**config.mk**
```make
export PLATFORM = sky130hd
export DESIGN_NAME = ro_puf_engine
export DESIGN_NICKNAME = d
export VERILOG_FILES = /design/src/rtl/ro_puf_engine.sv
export SDC_FILE = /design/constraint.sdc
export NUM_CORES = 1
export LEC_CHECK = 0
export ABC_AREA = 1
export BUFFER_PORTS_ARGS = -buffer_cell sky130_fd_sc_hd__buf_2
export CORE_ASPECT_RATIO = 0.8
export CORE_MARGIN = 2
export CORE_UTILIZATION = 45
export CTS_BUF_LIST = sky130_fd_sc_hd__clkbuf_8
export CTS_CLUSTER_SIZE = 28
export DETAILED_ROUTE_END_ITERATION = 6
export PLACE_DENSITY = 0.63
export SLEW_MARGIN = 20
export SYNTH_ARGS = -nofsm -noshare
export SYNTH_HDL_FRONTEND = slang
export SYNTH_SLANG_ARGS = --single-unit
```
**constraint.sdc**
```tcl
create_clock -name clk -period 3.4 [get_ports clk]
set_clock_uncertainty 0.15 [all_clocks]
set_input_delay 0.51 -clock clk [delete_from_list [all_inputs] [get_ports clk]]
set_output_delay 0.51 -clock clk [all_outputs]
set_load 0.02 [all_outputs]
```
**src/rtl/ro_puf_engine.sv**
```systemverilog
// Ring-oscillator PUF engine: counts rising edges of two challenge-selected
// oscillators per response bit over a programmable window and compares them.
`timescale 1ns/1ps
module ro_puf_engine #(
    parameter  int NUM_RO    = 16,
    parameter  int CNT_W     = 16,
    parameter  int WIN_W     = 16,
    parameter  int RESP_BITS = 8,
    localparam int SEL_W     = $clog2(NUM_RO)
) (
    input  logic                 clk,
    input  logic                 rst_n,
    input  logic [NUM_RO-1:0]    ro_in,
    output logic                 ro_en,
    input  logic                 start,
    input  logic [SEL_W-1:0]     challenge,
    input  logic [WIN_W-1:0]     win_len,
    output logic                 busy,
    output logic                 done,
    output logic [RESP_BITS-1:0] response,
    output logic [RESP_BITS-1:0] tie_mask,
    output logic                 response_valid
);
    localparam int               IDX_W    = (RESP_BITS > 1) ? $clog2(RESP_BITS) : 1;
    localparam logic [IDX_W-1:0] LAST_IDX = IDX_W'(RESP_BITS - 1);

    typedef enum logic [2:0] {
        S_IDLE,
        S_ARM,
        S_MEASURE,
        S_COMPARE,
        S_DONE
    } state_t;

    state_t            state;
    state_t            state_nxt;

    logic [SEL_W-1:0]  chal_q;
    logic [WIN_W-1:0]  win_q;
    logic [WIN_W-1:0]  win_cnt;
    logic              arm_cnt;
    logic [IDX_W-1:0]  bit_idx;
    logic [CNT_W-1:0]  cnt_a;
    logic [CNT_W-1:0]  cnt_b;

    logic [NUM_RO-1:0] sync1;
    logic [NUM_RO-1:0] sync2;
    logic [NUM_RO-1:0] hist;
    logic [NUM_RO-1:0] ro_rise;

    logic [SEL_W-1:0]  sel_a;
    logic [SEL_W-1:0]  sel_b;
    logic              meas_last;
    logic              cmp_last;

    // NOTE: sequential state uses non-blocking assignments so every flop
    // samples the pre-edge value of its neighbours, like real hardware.
    always_ff @(posedge clk or negedge rst_n) begin
        if (!rst_n) begin
            sync1 <= '0;
            sync2 <= '0;
            hist  <= '0;
        end else begin
            sync1 <= ro_in;
            sync2 <= sync1;
            hist  <= sync2;
        end
    end

    assign ro_rise = sync2 & ~hist;

    // Truncation to SEL_W bits is the modulo-NUM_RO wrap (NUM_RO is a power of two).
    assign sel_a     = SEL_W'(int'(chal_q) + 2 * int'(bit_idx));
    assign sel_b     = SEL_W'(int'(chal_q) + 2 * int'(bit_idx) + 1);
    assign meas_last = (win_cnt == win_q - WIN_W'(1));
    assign cmp_last  = (bit_idx == LAST_IDX);

    always_ff @(posedge clk or negedge rst_n) begin
        if (!rst_n) begin
            state <= S_IDLE;
        end else begin
            state <= state_nxt;
        end
    end

    // NOTE: every output of this block gets a default first, so no path
    // through the case statement can leave one unassigned and infer a latch.
    always_comb begin
        state_nxt = state;
        busy      = 1'b1;
        ro_en     = 1'b0;
        done      = 1'b0;
        case (state)
            S_IDLE: begin
                busy = 1'b0;
                if (start) state_nxt = S_ARM;
            end
            S_ARM: begin
                ro_en = 1'b1;
                if (arm_cnt) state_nxt = S_MEASURE;
            end
            S_MEASURE: begin
                ro_en = 1'b1;
                if (meas_last) state_nxt = S_COMPARE;
            end
            S_COMPARE: begin
                state_nxt = cmp_last ? S_DONE : S_ARM;
            end
            S_DONE: begin
                done      = 1'b1;
                state_nxt = S_IDLE;
            end
            default: state_nxt = S_IDLE;
        endcase
    end

    always_ff @(posedge clk or negedge rst_n) begin
        if (!rst_n) begin
            chal_q         <= '0;
            win_q          <= '0;
            win_cnt        <= '0;
            arm_cnt        <= 1'b0;
            bit_idx        <= '0;
            cnt_a          <= '0;
            cnt_b          <= '0;
            response       <= '0;
            tie_mask       <= '0;
            response_valid <= 1'b0;
        end else begin
            case (state)
                S_IDLE: begin
                    if (start) begin
                        chal_q         <= challenge;
                        win_q          <= (win_len == '0) ? WIN_W'(1) : win_len;
                        bit_idx        <= '0;
                        response       <= '0;
                        tie_mask       <= '0;
                        response_valid <= 1'b0;
                    end
                end
                S_ARM: begin
                    arm_cnt <= ~arm_cnt;
                    win_cnt <= '0;
                    cnt_a   <= '0;
                    cnt_b   <= '0;
                end
                S_MEASURE: begin
                    win_cnt <= win_cnt + WIN_W'(1);
                    if (ro_rise[sel_a] && (cnt_a != '1)) cnt_a <= cnt_a + CNT_W'(1);
                    if (ro_rise[sel_b] && (cnt_b != '1)) cnt_b <= cnt_b + CNT_W'(1);
                end
                S_COMPARE: begin
                    response[bit_idx] <= (cnt_a > cnt_b);
                    tie_mask[bit_idx] <= (cnt_a == cnt_b);
                    // Raised together with the last bit so it is already high while done pulses.
                    if (cmp_last) response_valid <= 1'b1;
                    else          bit_idx        <= bit_idx + IDX_W'(1);
                end
                default: ;
            endcase
        end
    end

endmodule
```
==> flow_summary.toml, run 1 <==
[clock_tree]
insertion_delay_ns = 0.47
htreeDepth = 4
clock_sinks = 140
cts-resized-gates = 0
clkTransAtPathRegs_ns = 0.09
cts-root-buf = "clkbuf_8"
ctsHoldBuffers = 17
numCtsBuffers = 17
cts_max_path_buffers = 2
cts_setup_buffers = 0
cts_tree = "built"

[final_layout]
layout-drive-gt1-share_pct = 10.8
antennaDiodeCount = 0
area_delta_synth_final_pct = 15.3
nFillCells = 1526
final_cell_mix = "263 x nand2_1, 140 x dfrtp_1, 102 x nand3_1"
post-route-util_pct = 53.1
final_common_cell = "nand2_1"
stdcell_count = 1219
nets = 1055

[min_path]
hp-class = "primary input to register"

[placement]
numPortBuffers = 58
dp_cells = 1170
dp_hpwl_um = 11500
gp_congestion = 0.844

[route]
post-route-drc-count = 0
viasPerCell = 4.89
wirelength_um = 15800
routedWlPerCell_um = 13.0
drt-pass1-iter-count = 7
ant_nets = 0
vias = 5958
drt-initial-drc-count = 495

[die]
coreArea_um2 = 15800
start_util_pct = 46.1
fp.dieArea_um2 = 17200
io_pins = 59
dieWidth_um = 146
row_count = 41
die_h_um = 118

[yosys]
synth_top_area_share_pct = 48.1
synth.distinct_cells = 39
synthTopCellsByArea = "dfrtp_1 48%, nand2_1 14%, nand3_1 7.0%"
ys_seq_area_share_pct = 48.1
avgSynthCellArea_um2 = 7.99
synth_edf_count = 0
synth_ff_type = "dfrtp_1"
syn_inst = 912
ys_async_sr_fraction_pct = 100
synth_nets = 976
synth_warnings = 0
ys_ff_latch = 140
yosysTopAreaCell = "dfrtp_1"
syn_area_um2 = 7280

[sta]
rsz0062_at_grt = "false"
timing.hold.ws_ns = 0.109
slew_headroom_pct = 32.2
hold_violations = 0
max_freq_ghz = 0.365
min_period_ns = 2.74
finalSetupViolations = 0
finalCritPeriodShare_pct = 80.6
slew_violations = 0
tightestPinTransition_ns = 1.02
tns_ns = 0

[power]
ir_drop_uv = 366
power_density_nw_per_um2 = 677
p_leak_nw = 4.16

[grt]
gr-total-overflow = 0
grt_pass1_vias = 5824
antenna_found_initial = 0
use_met3_pct = 3.60
grt_pass1_wl_um = 27500
busiest_layer = "met2"
globalRouteMet1Util_pct = 29.0
grt_use_total_pct = 19.6
grt_max_degree = 85
grtUsageMet2_pct = 29.2

[setup_path]
crit_fanout = 46
endpoint_kind = "output pin"
required_ns = 2.74
arrival_ns = 2.08
worstSetupPathType = "register to output pin"
start_kind = "register"

[job]
drv_cap = 0

[status]
outcome = "complete, no violations"
==> cells by family after synthesis <==
kind of cell	synth area share, %
and+or+nand+nor	29.2
xor gates and xnor gates	5.27
buffers and inverters	6.44
muxes	0.275
DFF	48.1
AOI/OAI and AO/OA	6.36
adders and majority gates	4.40
==> per-stage QoR <==
| stage | setup WS (ns) | power (mW) | cell area, um^2 |
|---|---|---|---|
| floorplan | 0.934 | 3.76 | 7280 |
| global placement | 0.752 | 4.29 | 7810 |
| detailed placement | 0.699 | 4.31 | 7810 |
| CTS | 0.622 | 5.74 | 8390 |
| global route | 0.505 | 6.16 | 8390 |
| finish | 0.661 | 5.68 | 8390 |
==> sequential cells by signal, indices dropped and copies added (netlist names), 4 cells and up <==
signal / flops
cnt_a: 16
cnt_b: 16
hist: 16
sync1: 16
sync2: 16
win_cnt: 16
win_q: 16
response: 8
tie_mask: 8
chal_q: 4
==> final cells by class <==
cell class                      instances  area [um^2]  share of cell area [%]
Clock buffer                           18          248                    2.95
Clock inverter                         14          168                    2.00
Inverter                               97          364                    4.34
Multi-Input combinational cell        653         3310                    39.4
Sequential cell                       140         3500                    41.7
Tap cell                              215          269                    3.20
Timing Repair Buffer                   82          532                    6.33
==> where the power goes <==
| group | total (mW) | switching, mW | internal, mW | leakage (nW) |
|---|---|---|---|---|
| Combinational | 2.17 | 1.46 | 0.705 | 2.15 |
| Clock | 1.39 | 0.749 | 0.641 | 0.208 |
| Sequential | 2.13 | 0.242 | 1.89 | 1.80 |
==> Yosys cell counts, types with 2 or more instances <==
library cell / number
nand2_1: 263
dfrtp_1: 140
nand3_1: 102
inv_1: 95
nor2_1: 88
o21ai_0: 48
xor2_1: 33
ha_1: 24
a21oi_1: 20
clkbuf_1: 13
nor3_1: 11
nand4_1: 10
nor4_1: 9
xnor2_1: 9
buf_2: 6
nand3b_1: 6
o211ai_1: 4
o22ai_1: 3
buf_4: 2
inv_2: 2
mux2i_1: 2
nand2_2: 2
nand2_4: 2
o21a_1: 2
o21ai_1: 2
==> path summary, 6_finish.rpt <==
check	startpoint	end	slack (ns)	cells after the start
max in group asynchronous	rst_n	win_q[4]	1.89	3
max	state[1]	ro_en	0.66	5
min reg2reg	sync1[0]	sync2[0]	0.20	0
max reg2reg	bit_idx[0]	cnt_b[3]	0.69	11
min	win_len[6]	win_q[6]	0.11	3
min in group asynchronous	rst_n	sync1[13]	0.49	2
==> routing by layer <==
layer	wire length, um	part of all wire [%]
met1	8210	52
met2	6840	43
met3	576	3.6
met4	216	1.4
met5	0	0
==> worst max-delay path, stage by stage (launching register included) <==
cell and delay [ns]:
dfrtp_1 0.44, nor3_1 0.39, inv_2 0.04, buf_4 0.30, nand2_1 0.23, buf_2 0.21
Power figures use the tool's default switching activity.
==> run 2, diff against run 1 <==
--- a/config.mk
+++ b/config.mk
@@ -5,7 +5,7 @@
 export SDC_FILE = /design/constraint.sdc
 export NUM_CORES = 1
 export LEC_CHECK = 0
-export ABC_AREA = 1
+export ABC_AREA = 0
 export BUFFER_PORTS_ARGS = -buffer_cell sky130_fd_sc_hd__buf_2
 export CORE_ASPECT_RATIO = 0.8
 export CORE_MARGIN = 2
@@ -13,7 +13,7 @@
 export CTS_BUF_LIST = sky130_fd_sc_hd__clkbuf_8
 export CTS_CLUSTER_SIZE = 28
 export DETAILED_ROUTE_END_ITERATION = 6
-export PLACE_DENSITY = 0.63
+export PLACE_DENSITY = 0.65
 export SLEW_MARGIN = 20
 export SYNTH_ARGS = -nofsm -noshare
 export SYNTH_HDL_FRONTEND = slang
==> constraint.sdc (replaced) <==
create_clock -name clk -period 2.4 [get_ports clk]
set_clock_uncertainty 0.15 [all_clocks]
set_input_delay 0.36 -clock clk [delete_from_list [all_inputs] [get_ports clk]]
set_output_delay 0.36 -clock clk [all_outputs]
set_load 0.02 [all_outputs]
==> flow_summary.toml, run 2 <==
[sta]
finalCritPeriodShare_pct = 123
finalSetupViolations = 32
setup_ws_ns = -0.561
max_freq_ghz = 0.338
hold_violations = 0
slew_headroom_pct = 41.2
slew_violations = 0
tightestPinTransition_ns = 0.883
rsz0062_at_grt = "true"
min_period_ns = 2.96

[final_layout]
post-route-cell-area_um2 = 8980
nFillCells = 1260
post-route-util_pct = 59.6
final_cell_mix = "140 x dfrtp_1, 110 x nand2_1, 57 x buf_2"
regArea_um2 = 3500
multiInputGateArea_um2 = 3600
layout-drive-gt1-share_pct = 23.8
nets = 898
antennaDiodeCount = 0
area_delta_synth_final_pct = 29.3
final_common_cell = "dfrtp_1"

[setup_path]
arrival_ns = 3.19
rr_endpoint = "cnt_b[14]"
start_kind = "register"
crit_fanout = 7
startpoint = "bit_idx[0]"
reg2reg_from = "bit_idx[0]"
ff2ff_path_depth = 10
reg2reg_slack_ns = -0.56
worstSetupPathType = "register to register"
required_ns = 2.63
endpoint_kind = "register"

[die]
row_count = 40
die_h_um = 115
io_pins = 59
start_util_pct = 46.1
fp.dieArea_um2 = 16400
dieWidth_um = 143
coreArea_um2 = 15100

[min_path]
min_path_cells = 0
hp-class = "register to register"
hold_path_end = "sync2[11]"
min-delay-start = "sync1[11]"

[route]
drt-pass1-iter-count = 6
routedWlPerCell_um = 16.4
viasPerCell = 5.50
post-route-drc-count = 0
vias = 5805
wirelength_um = 17300
drt-initial-drc-count = 431
ant_nets = 0

[yosys]
synthTopCellsByArea = "dfrtp_1 50%, nand2_1 5.9%, ha_1 4.3%"
synth_most_common_cell = "dfrtp_1"
yosysTopAreaCell = "dfrtp_1"
synth_nets = 753
synth_edf_count = 0
syn_area_um2 = 6940
synth.distinct_cells = 60
avgSynthCellArea_um2 = 10.1
synth_warnings = 0
synth_commonest_cells = "140 x dfrtp_1, 110 x nand2_1, 45 x nand3_1, 39 x o21ai_0"
ys_ff_latch = 140
ys_async_sr_fraction_pct = 100
synth_top_area_share_pct = 50.5
syn_inst = 689
synth_ff_type = "dfrtp_1"
ys_seq_area_share_pct = 50.5

[placement]
dp_hpwl_um = 11900
gp_congestion = 0.892
numPortBuffers = 58
place_area_um2 = 7850

[grt]
grt_max_degree = 53
grt_pass1_wl_um = 28400
grt_pass1_vias = 5737
gr-total-overflow = 0
antenna_found_initial = 0
grt_use_total_pct = 22.1

[power]
switchingPower_mw = 3.69
power.share.combinational_pct = 48.8
power.share.clock_pct = 18.9
p_int_mw = 5.63
pwr-share-seq_pct = 32.3
p_leak_nw = 3.95
total_power_mw = 9.32
swShare_pct = 39.6
ir_drop_uv = 678
power_density_nw_per_um2 = 1040

[clock_tree]
numCtsBuffers = 17
htreeDepth = 4
cts-root-buf = "clkbuf_8"
cts_tree = "built"
clkTransAtPathRegs_ns = 0.08
clock_sinks = 140
insertion_delay_ns = 0.45
cts_max_path_buffers = 2

[status]
violations = "negative setup slack"
outcome = "complete, but fails checks"

[job]
drv_cap = 0
==> run 2: cell types whose count changed after synthesis, sizes merged, moves of 21 or more <==
cell,delta
mux2i,+21
nand3,-57
inv,-73
xor2,-22
nand2,-156
nor2,-67
==> run 2: final cells by class <==
type,count,share of cell area [%]
Multi-Input combinational cell,500,40.1
Sequential cell,140,39.0
Tap cell,210,2.93
Timing Repair Buffer,151,13.0
Clock inverter,14,1.38
Inverter,24,1.00
Clock buffer,17,2.61
==> run 2: critical path: stages, from the launching register on <==
cell and delay, ns:
dfrtp_1 0.38, ha_2 0.19, fa_2 0.59, xnor2_4 0.17, buf_6 0.14, a2111oi_4 0.04
o41ai_4 0.32, buf_4 0.20, nand2_4 0.08, or4_4 0.48, a21oi_2 0.14
==> run 2: metrics by stage <==
stage               hold WS (ns)  TNS (ns)  cells  worst slack, ns
floorplan                -0.0856     -6.21    689           -0.505
global placement           0.171     -9.36    978           -0.523
detailed placement         0.179    -13.07    978           -0.617
CTS                        0.203     -9.87   1050           -0.563
global route               0.207    -13.36   1056           -0.650
finish                     0.201    -10.77   1056           -0.561
==> run 2: cells by family (layout without fill, tap and decap cells) <==
group                      count (synthesis)  count (layout)  synth area share, %
muxes                                     30              30                 5.10
xor gates and xnor gates                  27              27                 3.71
adders and majority gates                 25              25                 4.61
DFF                                      140             140                 50.5
buffers and inverters                     49             206                 2.74
and+or+nand+nor                          309             309                 23.2
AOI/OAI and AO/OA                        109             109                 10.1
==> run 2: worst max-delay path by stage <==
| stage | end | slack, ns | cells past startpoint |
|---|---|---|---|
| 3_3_place_gp | cnt_b[15] | -0.52 | 8 |
| 2_1_floorplan | cnt_b[14] | -0.50 | 8 |
| 6_report | cnt_b[14] | -0.56 | 10 |
| 4_1_cts | cnt_b[6] | -0.56 | 10 |
| 5_1_grt | cnt_b[6] | -0.65 | 10 |
| 3_5_place_dp | cnt_b[15] | -0.62 | 8 |
==> run 2: metal layers <==
layer	part of all wire, %	vias to the layer above	track usage [%]
met1	48	2840	30.8
met3	4.7	27	4.96
li1	-	2774	-
met5	0	-	0
met2	46	164	34.3
met4	1.6	0	7.92
==> run 2: power groups by stage <==
| stage | registers, mW | logic [mW] | clock network (mW) |
|---|---|---|---|
| floorplan | 2.98 | 2.30 | 0 |
| CTS | 3.00 | 4.16 | 1.82 |
| global route | 3.07 | 4.90 | 1.92 |
| detailed placement | 3.04 | 3.58 | 0 |
| global placement | 3.02 | 3.42 | 0 |
| finish | 3.01 | 4.54 | 1.76 |
==> run 2: what timing repair did <==
| action | CTS | global route |
|---|---|---|
| pin swaps | 16 | 14 |
| setup endpoints to repair | 41 | 42 |
| endpoints found under the hold margin | 83 | 0 |
| gates cloned | 0 | 1 |
| gates resized for setup | 35 | 29 |
| hold buffers | 37 | 0 |
| setup buffers | 5 | 6 |
==> run 3, diff against run 2 <==
==> constraint.sdc (replaced) <==
create_clock -name clk -period 2.4 [get_ports clk]
set_clock_uncertainty 0.15 [all_clocks]
set_input_delay 0.36 -clock clk [delete_from_list [all_inputs] [get_ports clk]]
set_output_delay 0.36 -clock clk [all_outputs]
set_load 0.1 [all_outputs]
==> flow_summary.toml, run 3 (same netlist as run 2, synthesis figures left out) <==
[status]
outcome = "complete, but fails checks"
violations = "negative setup slack"

[placement]
dp_hpwl_um = 11900
pre_cts_ws_ns = -0.573
numPortBuffers = 58
gp_congestion = 0.924

[final_layout]
nets = 906
area_delta_synth_final_pct = 28.7
layout-drive-gt1-share_pct = 23.7
antennaDiodeCount = 0
final_cell_mix = "139 x dfrtp_1, 110 x nand2_1, 58 x buf_4"
final_common_cell = "dfrtp_1"

[grt]
antenna_found_initial = 0
grt_pass1_vias = 5804
gr-total-overflow = 0
grt_max_degree = 61
grt_use_total_pct = 21.9
grt_pass1_wl_um = 28200

[setup_path]
startpoint = "chal_q[1]"
crit_fanout = 7
max_stage_delay_ns = 0.59
rr_endpoint = "cnt_b[14]"
required_ns = 2.64
worstSetupPathType = "register to register"
crit_end = "cnt_b[14]"
arrival_ns = 3.23
reg2reg_from = "chal_q[1]"
endpoint_kind = "register"
ff2ff_path_depth = 8
path_buf_inv = 0
path_depth = 8
crit_slowest_cell = "fa_2"
crit_family = "compound AO/OA/AOI/OAI gates"
reg2reg_slack_ns = -0.59
start_kind = "register"
path_cells = "ha_2 > fa_2 > xnor2_4 > o2111a_1 > o41ai_4 > nand2_2 > or4_1 > a21oi_1"

[clock_tree]
htreeDepth = 4
numCtsBuffers = 17
clkTransAtPathRegs_ns = 0.09
cts_max_path_buffers = 2
cts_tree = "built"
cts-root-buf = "clkbuf_8"
insertion_delay_ns = 0.47
clock_sinks = 140

[sta]
tightestPinTransition_ns = 0.924
finalCritPeriodShare_pct = 124
finalSetupViolations = 32
max_freq_ghz = 0.335
slew_headroom_pct = 38.4
hold_violations = 0
rsz0062_at_grt = "true"
min_period_ns = 2.99
slew_violations = 0
setup_ws_ns = -0.587

[die]
coreArea_um2 = 15100
io_pins = 59
row_count = 40
die_h_um = 115
dieWidth_um = 143
start_util_pct = 46.1
fp.dieArea_um2 = 16400

[route]
ant_nets = 0
drt-initial-drc-count = 401
post-route-drc-count = 0
wirelength_um = 16800
drt-pass1-iter-count = 7
vias = 5779
routedWlPerCell_um = 15.7
viasPerCell = 5.43

[power]
total_power_mw = 9.58
p_leak_nw = 3.97
ir_drop_uv = 575
power_density_nw_per_um2 = 1070

[min_path]
hp-class = "primary input to async pin"

[job]
drv_cap = 0
-- run 3: cell count changes in the layout (fill, tap and decap cells not counted), moves of 3 or more --
cell	change
a21oi_2	-7
buf_4	+12
inv_1	-3
a21oi_1	+7
nor3b_2	+3
clkinv_4	-4
buf_6	-3
inv_6	+6
-- run 3: layout make-up --
cell class                 instances  area (um^2)
clock buffer                      17          234
clock inverter                    15          171
fill                            1261         6130
inverter                          24         93.8
multi-input combinational        500         3460
sequential                       140         3500
tap                              210          263
timing repair buffer             159         1210
-- run 3: worst register-to-register path, cell delays in order, from the launching register on --
cell	delay (ns)
dfrtp_1	0.39
ha_2	0.19
fa_2	0.59
xnor2_4	0.11
o2111a_1	0.18
o41ai_4	0.49
nand2_2	0.16
or4_1	0.52
a21oi_1	0.15
-- run 3: per-layer routing --
layer	vias to the layer above	part of all wire (%)	GRT usage [%]
li1	2789	-	-
met1	2830	48	29.5
met2	143	47	35.7
met3	17	3.8	5.21
met4	0	1.0	6.40
met5	-	0	0
-- run 3: report_power, final --
group          total, mW  internal (mW)  switching, mW
Combinational       4.58           2.07           2.52
Clock               1.98          0.960           1.02
Sequential          3.01           2.66          0.346
-- run 3: how the worst min path moves through the flow --
stage	to	slack (ns)	cells past startpoint
2_1_floorplan	arm_cnt	-0.09	0
3_3_place_gp	sync1[12]	0.09	1
3_5_place_dp	sync1[12]	0.1	1
4_1_cts	sync1[12]	0.15	2
5_1_grt	sync1[12]	0.17	2
6_report	sync1[12]	0.17	2
-- run 3: repair_timing --
item | CTS | global route
resized for setup | 24 | 17
gates cloned | 0 | 0
pin swaps | 11 | 3
setup endpoints to repair | 35 | 42
hold buffers | 37 | 0
hold endpoints to repair | 170 | 0
setup buffers | 4 | 2
-- run 3: stage by stage --
step | TNS [ns] | hold WS [ns] | instances | area, um^2 | util (%)
after floorplan | -6.42 | -0.0856 | 689 | 7010 | -
after global placement | -8.24 | 0.0938 | 990 | 7940 | 52.7
final | -11.01 | 0.171 | 1065 | 8940 | 59.3
after detailed placement | -11.64 | 0.0960 | 990 | 7940 | 52.7
after CTS | -10.61 | 0.153 | 1063 | 8860 | 58.8
after global routing | -14.43 | 0.168 | 1065 | 8940 | 59.3
